===== src/rtl/lampFPU_pkg.sv =====
// Floating-point field widths shared by the lampFPU blocks (single precision).
package lampFPU_pkg;
  localparam int LAMP_FLOAT_E_DW = 8;
  localparam int LAMP_FLOAT_F_DW = 23;
endpackage


===== src/rtl/sqrt_req_arbiter.sv =====
// Round-robin front end sharing one SQRT_Floating_Point unit between N_REQ requesters,
// with zero/negative operand bypass and a watchdog on the unit's result.
module sqrt_req_arbiter
  import lampFPU_pkg::*;
#(
  parameter int N_REQ   = 4,
  parameter int TIMEOUT = 64
) (
  input  logic                                 clk,
  input  logic                                 rst,
  input  logic [N_REQ-1:0]                     req_valid_i,
  input  logic [N_REQ-1:0]                     req_inv_i,
  input  logic [N_REQ-1:0]                     req_s_i,
  input  logic [N_REQ*LAMP_FLOAT_E_DW-1:0]     req_e_i,
  input  logic [N_REQ*(LAMP_FLOAT_F_DW+1)-1:0] req_m_i,
  output logic [N_REQ-1:0]                     req_ready_o,
  output logic [N_REQ-1:0]                     rsp_valid_o,
  input  logic                                 rsp_ready_i,
  output logic                                 rsp_s_o,
  output logic [LAMP_FLOAT_E_DW-1:0]           rsp_e_o,
  output logic [LAMP_FLOAT_F_DW:0]             rsp_m_o,
  output logic                                 rsp_err_o,
  output logic                                 busy_o,
  output logic                                 sq_do_sqrt_o,
  output logic                                 sq_do_inv_o,
  output logic                                 sq_s_o,
  output logic [LAMP_FLOAT_E_DW-1:0]           sq_e_o,
  output logic [LAMP_FLOAT_F_DW:0]             sq_m_o,
  input  logic                                 sq_valid_i,
  input  logic                                 sq_s_i,
  input  logic [LAMP_FLOAT_E_DW-1:0]           sq_e_i,
  input  logic [LAMP_FLOAT_F_DW:0]             sq_m_i
);
  localparam int ID_W = $clog2(N_REQ);
  localparam int SC_W = ID_W + 1;
  localparam int E_DW = LAMP_FLOAT_E_DW;
  localparam int M_W  = LAMP_FLOAT_F_DW + 1;
  localparam int WD_W = $clog2(TIMEOUT);
  localparam logic [WD_W-1:0] WD_LAST = WD_W'(TIMEOUT - 1);

  typedef enum logic [1:0] {IDLE, ISSUE, WAIT, RESP} state_t;

  state_t            state_reg, state_next;
  logic [ID_W-1:0]   rr_ptr_reg, gnt_reg, gnt_idx;
  logic              gnt_found;
  logic [SC_W-1:0]   scan_idx;
  logic              inv_reg, op_s_reg;
  logic [E_DW-1:0]   op_e_reg;
  logic [M_W-1:0]    op_m_reg;
  logic              rsp_s_reg, rsp_err_reg;
  logic [E_DW-1:0]   rsp_e_reg;
  logic [M_W-1:0]    rsp_m_reg;
  logic [WD_W-1:0]   wd_reg;

  logic [E_DW-1:0]   req_e_arr [N_REQ];
  logic [M_W-1:0]    req_m_arr [N_REQ];

  genvar gi;
  generate
    for (gi = 0; gi < N_REQ; gi++) begin : g_unpack
      assign req_e_arr[gi] = req_e_i[gi*E_DW +: E_DW];
      assign req_m_arr[gi] = req_m_i[gi*M_W +: M_W];
    end
  endgenerate

  // First pending requester at or after rr_ptr, wrapping modulo N_REQ.
  always_comb begin
    gnt_found = 1'b0;
    gnt_idx   = '0;
    scan_idx  = '0;
    for (int i = 0; i < N_REQ; i++) begin
      scan_idx = {1'b0, rr_ptr_reg} + SC_W'(i);
      if (scan_idx >= SC_W'(N_REQ)) scan_idx = scan_idx - SC_W'(N_REQ);
      if (!gnt_found && req_valid_i[scan_idx[ID_W-1:0]]) begin
        gnt_found = 1'b1;
        gnt_idx   = scan_idx[ID_W-1:0];
      end
    end
  end

  logic            sel_s, sel_inv, sel_zero;
  logic [E_DW-1:0] sel_e;
  logic [M_W-1:0]  sel_m;

  assign sel_s    = req_s_i[gnt_idx];
  assign sel_inv  = req_inv_i[gnt_idx];
  assign sel_e    = req_e_arr[gnt_idx];
  assign sel_m    = req_m_arr[gnt_idx];
  assign sel_zero = (sel_m == '0);

  always_ff @(posedge clk or negedge rst) begin
    if (!rst) state_reg <= IDLE;
    else      state_reg <= state_next;
  end

  always_comb begin
    state_next = state_reg;
    case (state_reg)
      IDLE:    if (gnt_found) state_next = (sel_zero || sel_s) ? RESP : ISSUE;
      ISSUE:   state_next = WAIT;
      WAIT:    if (sq_valid_i || wd_reg == WD_LAST) state_next = RESP;
      RESP:    if (rsp_ready_i) state_next = IDLE;
      default: state_next = IDLE;
    endcase
  end

  always_ff @(posedge clk or negedge rst) begin
    if (!rst) begin
      rr_ptr_reg  <= '0;
      gnt_reg     <= '0;
      inv_reg     <= 1'b0;
      op_s_reg    <= 1'b0;
      op_e_reg    <= '0;
      op_m_reg    <= '0;
      rsp_s_reg   <= 1'b0;
      rsp_e_reg   <= '0;
      rsp_m_reg   <= '0;
      rsp_err_reg <= 1'b0;
      wd_reg      <= '0;
    end else begin
      case (state_reg)
        IDLE: if (gnt_found) begin
          gnt_reg    <= gnt_idx;
          rr_ptr_reg <= (gnt_idx == ID_W'(N_REQ - 1)) ? '0 : ID_W'(gnt_idx + ID_W'(1));
          inv_reg    <= sel_inv;
          op_s_reg   <= sel_s;
          op_e_reg   <= sel_e;
          op_m_reg   <= sel_m;
          // Bypass results are settled here; the unit path overwrites them in WAIT.
          rsp_s_reg  <= sel_zero && !sel_inv && sel_s;
          rsp_e_reg  <= '0;
          rsp_m_reg  <= '0;
          rsp_err_reg <= sel_zero ? sel_inv : sel_s;
        end
        ISSUE: wd_reg <= '0;
        WAIT: begin
          wd_reg <= wd_reg + WD_W'(1);
          if (sq_valid_i) begin
            rsp_s_reg   <= sq_s_i;
            rsp_e_reg   <= sq_e_i;
            rsp_m_reg   <= sq_m_i;
            rsp_err_reg <= 1'b0;
          end else if (wd_reg == WD_LAST) begin
            rsp_s_reg   <= 1'b0;
            rsp_e_reg   <= '0;
            rsp_m_reg   <= '0;
            rsp_err_reg <= 1'b1;
          end
        end
        default: ;
      endcase
    end
  end

  // The ready strobe is combinational from req_valid_i, so it is masked while reset is held.
  always_comb begin
    req_ready_o  = '0;
    rsp_valid_o  = '0;
    sq_do_sqrt_o = 1'b0;
    sq_do_inv_o  = 1'b0;
    sq_s_o       = 1'b0;
    sq_e_o       = '0;
    sq_m_o       = '0;
    if (state_reg == IDLE && gnt_found && rst) req_ready_o[gnt_idx] = 1'b1;
    if (state_reg == RESP) rsp_valid_o[gnt_reg] = 1'b1;
    if (state_reg == ISSUE) begin
      sq_do_sqrt_o = !inv_reg;
      sq_do_inv_o  = inv_reg;
    end
    if (state_reg == ISSUE || state_reg == WAIT) begin
      sq_s_o = op_s_reg;
      sq_e_o = op_e_reg;
      sq_m_o = op_m_reg;
    end
  end

  assign busy_o    = (state_reg != IDLE);
  assign rsp_s_o   = rsp_s_reg;
  assign rsp_e_o   = rsp_e_reg;
  assign rsp_m_o   = rsp_m_reg;
  assign rsp_err_o = rsp_err_reg;

endmodule

===== config.mk =====
export PLATFORM = sky130hd
export DESIGN_NAME = sqrt_req_arbiter
export DESIGN_NICKNAME = d
export VERILOG_FILES = /design/src/rtl/lampFPU_pkg.sv /design/src/rtl/sqrt_req_arbiter.sv
export SDC_FILE = /design/constraint.sdc
export NUM_CORES = 1
export LEC_CHECK = 0
export BUFFER_PORTS_ARGS = -buffer_cell sky130_fd_sc_hd__buf_4
export CORE_ASPECT_RATIO = 0.5
export CORE_MARGIN = 1
export CORE_UTILIZATION = 46
export CTS_CLUSTER_DIAMETER = 80
export DETAILED_ROUTE_END_ITERATION = 10
export GPL_TIMING_DRIVEN = 0
export PLACE_DENSITY = 0.81
export SLEW_MARGIN = 20
export SYNTH_ARGS = -nofsm -noshare
export SYNTH_HDL_FRONTEND = slang
export SYNTH_SLANG_ARGS = --single-unit

===== constraint.sdc =====
create_clock -name clk -period 3.1 [get_ports clk]
set_input_delay 0.155 -clock clk [delete_from_list [all_inputs] [get_ports clk]]
set_output_delay 0.155 -clock clk [all_outputs]
set_load 0.02 [all_outputs]

==> impl_metrics.toml, run 1 <==
[status]
outcome = "complete, but fails checks"
violations = "setup timing"

[setup_path]
worstSetupPathType = "reg2reg"
max_stage_delay_ns = 0.54
crit_path_top_delay_cell = "or4_4"
path_buf_inv = 2
crit_arrival_ns = 3.38
crit_family = "simple AND/OR/NAND/NOR gates"
crit_fanout = 10
cp.required_ns = 3.36
cp-end-kind = "register"
crit_path_start_kind = "register"
cp_cell_sequence = "nor2b_1, o21bai_1, and2_4, inv_4, buf_12, a211oi_2, o22ai_1, or4_4, or4b_4, a41oi_2"

[cts]
cts_tree = "done"
htree_num_levels = 3
cts_buffers = 9
cts.sinks = 80
clock_latency_ns = 0.34
cts-root-buf = "clkbuf_16"
clkTransAtPathRegs_ns = 0.07
cts_buffer_depth = 2

[synthesis]
synth_nets = 788
synth.area.top_cells = "dfrtp_1 41%, nand2_1 12%, a211oi_1 7.6%"
ys_seq_elements = 80
netlist_area_um2 = 4867
synthDistinctLibCells = 45
syn_inst = 601
synth_top_area_cell = "dfrtp_1"
synth-edff-count = 0
yosysWarnings = 0
avgSynthCellArea_um2 = 8.098
netlist.area_leader.share = 0.4113
async_flop_share = 1.000
yosys_most_used_dff = "dfrtp_1"
yosysSeqAreaShare = 0.4113

[sta]
tightestPinTransition_ns = 0.7403
fin_setup_tns_ns = -0.02194
rsz0062_at_grt = "true"
post-route-period-util = 1.007
skew_ns = 0.006817
slew_headroom = 0.5064
setup_ws_ns = -0.02194
timing.fmax_ghz = 0.3203
fin_crit_ns = 3.122
setup_violations = 1
hold_viol_final = 0
slew_violations = 0

[floorplanning]
pin_count = 255
coreArea_um2 = 10250
die_area_um2 = 11020
initial_core_util = 0.4750
num_rows = 26
die_w_um = 147.5
dieHeight_um = 74.74

[global_routing]
gr-total-overflow = 0
grt.total_usage = 0.3081
grt_max_degree = 85
antenna_found_initial = 0
grt_pass1_vias = 5241
grt_pass1_wl_um = 26280

[min_path]
hold_path_class = "in2reg"

[finish]
antennaDiodeCount = 0
n_fill_cell = 675
drive_gt1_frac = 0.4244
finalNetCount = 1068
fin_area_um2 = 8054
area.growth.synth_to_final_pct = 65.48

[drt]
drtIter0Drc = 535
drc = 0
dr.pass1.iters = 5
vias_per_cell = 5.615
ant_nets = 0
wl_um = 18350
dr_total_vias = 5761
routedWlPerCell_um = 17.88

[power]
ir_drop_mv = 0.5871
leakagePower_nw = 3.917
power_density_nw_per_um2 = 987.1

[placed_design]
gp_congestion = 0.8494
portBuffers = 254
placed_area_um2 = 6949
dp_hpwl_um = 12780

[run]
maxCapViolations = 0
-- per-layer routing --
metal / share of wire / track usage
met4: 0.024 / 0.1203
met2: 0.50 / 0.5273
met1: 0.40 / 0.3968
met5: 0 / 0
met3: 0.077 / 0.05939
-- logic make-up (layout without fill, tap and decap cells) --
kind of cell | after synthesis | count (layout) | share of synthesized area
buffers and inverters | 62 | 347 | 0.05398
AO/OA/AOI/OAI | 152 | 152 | 0.2049
AND/OR/NAND/NOR | 290 | 290 | 0.2897
multiplexers | 6 | 6 | 0.01260
flip-flops | 80 | 80 | 0.4113
adder cells (fa/ha/maj) | 10 | 10 | 0.02571
XOR/XNOR | 1 | 1 | 0.001800
-- Yosys cell counts (2+ instances only) --
cell	number
nand2_1	153
dfrtp_1	80
and3_1	55
a211oi_1	49
o21ai_0	49
and2_1	35
clkbuf_1	35
o31ai_1	25
nand3_1	18
o22ai_1	13
inv_1	11
ha_1	10
buf_2	9
nor2_1	8
mux2i_1	5
nor2b_1	5
a21oi_1	4
buf_1	3
a22oi_1	2
a31oi_1	2
buf_6	2
nor3_1	2
nor4_1	2
or3_1	2
or4_4	2
-- cell usage in the layout, fill, tap and decap left out, types with 9 or more instances in the layout --
| master | netlist | final |
|---|---|---|
| and3_1 | 55 | 54 |
| buf_6 | 2 | 9 |
| ha_1 | 10 | 10 |
| nand3_1 | 18 | 18 |
| o31ai_1 | 25 | 24 |
| dfrtp_1 | 80 | 79 |
| and2_1 | 35 | 35 |
| inv_1 | 11 | 10 |
| clkbuf_1 | 35 | 25 |
| nand2_1 | 153 | 152 |
| a211oi_4 | 0 | 32 |
| o22ai_1 | 13 | 10 |
| clkbuf_16 | 0 | 9 |
| o21ai_0 | 49 | 49 |
| a211oi_2 | 0 | 16 |
| buf_4 | 1 | 267 |
-- per-stage QoR --
step / power [W] / setup slack, ns / util / cells / hold WS (ns)
after CTS: 0.007511 / 0.02104 / 0.7532 / 1019 / 0.03349
after global placement: 0.005914 / -0.2147 / 0.6781 / 995 / 0.4011
final: 0.007950 / -0.02194 / 0.7860 / 1026 / 0.06183
after global routing: 0.008376 / -0.09162 / 0.7860 / 1026 / 0.06497
after floorplan: 0.004277 / 0.2756 / - / 601 / -0.1406
after detailed placement: 0.005993 / -0.2202 / 0.6781 / 995 / 0.3986
-- timing repair --
action	4_1_cts	5_1_grt
setup endpoints to repair	5	7
endpoints found under the hold margin	0	80
buffers inserted	5	6
resized for setup	87	60
pin swaps	16	20
gates cloned	3	0
hold buffers	0	1
-- worst paths after layout --
check | endpoint | slack, ns | start | cells after the start
max | rsp_err_o | -0.02 | rr_ptr_reg[0] | 10
min | rsp_m_o[9] | 0.06 | sq_m_i[9] | 3
max reg2reg | rsp_err_o | -0.02 | rr_ptr_reg[0] | 10
min reg2reg | op_m_reg[13] | 0.48 | op_m_reg[13] | 2
max in group asynchronous | rr_ptr_reg[1] | 2.12 | rst | 2
min in group asynchronous | rsp_m_o[9] | 0.43 | rst | 2
-- report_power, final --
| group | internal [W] | switching [W] | total (W) | leakage (nW) |
|---|---|---|---|---|
| Combinational | 0.00197 | 0.00307 | 0.00504 | 2.72 |
| Sequential | 0.00148 | 0.000254 | 0.00174 | 1.04 |
| Clock | 0.000715 | 0.000454 | 0.00117 | 0.162 |
| Total | 0.00417 | 0.00378 | 0.00795 | 3.92 |
-- tightest hold or removal path, cell delays in order --
cell,delay (ns)
buf_4,0.11
nand2_1,0.04
o21ai_0,0.06
-- final cells by class --
class                           count  area (um^2)  share of cell area
Multi-Input combinational cell    459         3141              0.3899
Timing Repair Buffer              269         2033              0.2524
Buffer                             50        326.6             0.04055
Clock buffer                        9        225.2             0.02796
Inverter                           12        47.55            0.005903
Clock inverter                      7        102.6             0.01274
Tap cell                          140        175.2             0.02175
Sequential cell                    80         2003              0.2487
(Power assumes the default switching activity.)
==> run 2: changes to the inputs <==
CORE_MARGIN = 3   (was 1)
GPL_TIMING_DRIVEN = not set   (was 0)
==> run 2 against run 1 <==
The run still ends with setup timing left. Largest cell class unchanged. Sequential power barely moved. Global-route usage is 4.4 points lower. Utilization shrank 1.3 points. Register-to-register slack got worse by 0.03 ns. Combinational power fell by 11%. Critical path depth fell by 1.
==> impl_metrics.toml, run 2 (synthesized netlist as in run 1, its figures left out) <==
[status]
outcome = "complete, but fails checks"
violations = "setup timing"

[cts]
htree_num_levels = 3
clkTransAtPathRegs_ns = 0.06
cts.sinks = 80
cts-root-buf = "clkbuf_16"
cts_buffers = 9
cts_buffer_depth = 2
cts_tree = "done"
clock_latency_ns = 0.33

[sta]
hold_viol_final = 0
fin_setup_tns_ns = -0.06365
timing.fmax_ghz = 0.3174
post-route-period-util = 1.016
setup_ws_ns = -0.05012
slew_violations = 0
setup_violations = 2
skew_ns = 0.004660
slew_headroom = 0.3047
tightestPinTransition_ns = 1.039
rsz0062_at_grt = "true"
fin_crit_ns = 3.150

[finish]
area.growth.synth_to_final_pct = 56.53
final_common_cell = "buf_4"
antennaDiodeCount = 0
layout_common_cells = "280 x buf_4, 153 x nand2_1, 80 x dfrtp_1, 55 x and3_1, 48 x o21ai_0"
drive_gt1_frac = 0.4229
n_fill_cell = 728
fin_cells = 991
finalNetCount = 1038
fin_area_um2 = 7619

[drt]
dr_total_vias = 5425
drtIter0Drc = 319
vias_per_cell = 5.474
dr.pass1.iters = 5
drc = 0
routedWlPerCell_um = 16.91
wl_um = 16760
ant_nets = 0

[global_routing]
grt_max_degree = 59
grt_pass1_vias = 5143
gr-total-overflow = 0
grt.total_usage = 0.2641
grt_pass1_wl_um = 25300
antenna_found_initial = 0

[placed_design]
dp_hpwl_um = 12310
placed_cells = 971
pre_cts_slack_ns = -0.06900
gp_congestion = 0.8188
portBuffers = 254
placed_area_um2 = 7032

[floorplanning]
dieHeight_um = 78.74
pin_count = 255
die_area_um2 = 11930
num_rows = 25
die_w_um = 151.5
initial_core_util = 0.4940
coreArea_um2 = 9853

[setup_path]
cp.required_ns = 3.35
cp-end-kind = "register"
max_stage_delay_ns = 0.56
crit_family = "simple AND/OR/NAND/NOR gates"
crit_path_top_delay_cell = "or4_4"
r2r_slack_ns = -0.05
crit_fanout = 11
path_buf_inv = 1
crit_path_start_kind = "register"
worstSetupPathType = "reg2reg"
cp_cell_sequence = "nand2_1, a221o_2, buf_4, and3_1, a211oi_2, o22ai_1, or4_4, or4b_4, a41oi_2"
crit_arrival_ns = 3.40

[power]
p_int_w = 0.003951
sw_frac_of_total = 0.4595
pwr-share-clk = 0.147
switchingPower_w = 0.003358
power_density_nw_per_um2 = 959.3
p_seq_frac = 0.237
leakagePower_nw = 3.820
ir_drop_mv = 0.5676
pwr-share-comb = 0.616
p_total_w = 0.007309

[min_path]
hold_path_class = "in2reg"

[run]
maxCapViolations = 0
==> run 2: cell count changes in the layout (fill, tap and decap cells not counted), moves of 6 or more <==
cell / change
buf_6: -6
buf_4: +13
clkbuf_1: -25
a211oi_2: +28
a211oi_4: -32
==> run 2: tightest hold or removal path: cells and delay by family <==
kind	cells	cell delay, ns
buf+inv	1	0.11
simple gates	1	0.04
compound gates	1	0.06
==> run 2: area by class of cell <==
| type | count | area [um^2] | share of cell area |
|---|---|---|---|
| Multi-Input combinational cell | 459 | 2867 | 0.3763 |
| Timing Repair Buffer | 289 | 2231 | 0.2928 |
| Sequential cell | 80 | 2002 | 0.2628 |
| Clock buffer | 9 | 225.2 | 0.02956 |
| Tap cell | 135 | 168.9 | 0.02217 |
| Clock inverter | 7 | 80.08 | 0.01051 |
| Inverter | 12 | 45.04 | 0.005912 |
==> run 2: what timing repair did <==
action / CTS / global route
endpoints found under the setup margin: 2 / 3
setup buffers: 0 / 1
hold buffers: 1 / 0
gates resized for setup: 5 / 50
gates cloned: 0 / 2
pin swaps: 0 / 7
hold endpoints to repair: 53 / 0
==> run 2: power by group through the flow <==
| stage | combinational, W | clock [W] | sequential (W) |
|---|---|---|---|
| 6_report | 0.00451 | 0.00107 | 0.00173 |
| 5_1_grt | 0.00488 | 0.00115 | 0.00179 |
| 4_1_cts | 0.00428 | 0.00109 | 0.00173 |
| 3_5_place_dp | 0.00426 | 0 | 0.00175 |
| 3_3_place_gp | 0.00420 | 0 | 0.00172 |
| 2_1_floorplan | 0.00239 | 0 | 0.00189 |
==> run 2: stage by stage <==
step | hold slack [ns] | utilization
after CTS | 0.06099 | 0.7476
after global placement | 0.2570 | 0.7137
after floorplan | -0.1406 | -
final | 0.06620 | 0.7732
after global routing | 0.06449 | 0.7732
after detailed placement | 0.2505 | 0.7137
==> run 2: worst paths after layout <==
check	startpoint	endpoint	depth (start not counted)
hold / removal	sq_m_i[14]	rsp_m_o[14]	3
max in group asynchronous	rst	op_m_reg[9]	3
setup reg to reg	rr_ptr_reg[1]	rsp_err_o	9
setup / recovery	rr_ptr_reg[1]	rsp_err_o	9
min in group asynchronous	rst	op_e_reg[7]	2
hold reg to reg	op_m_reg[21]	op_m_reg[21]	2
==> run 2: layer usage <==
layer,GRT usage,up-vias,part of all wire
met2,0.4555,230,0.50
li1,-,2622,-
met4,0.06510,0,0.014
met5,0,-,0
met3,0.04903,23,0.072
met1,0.3452,2550,0.42
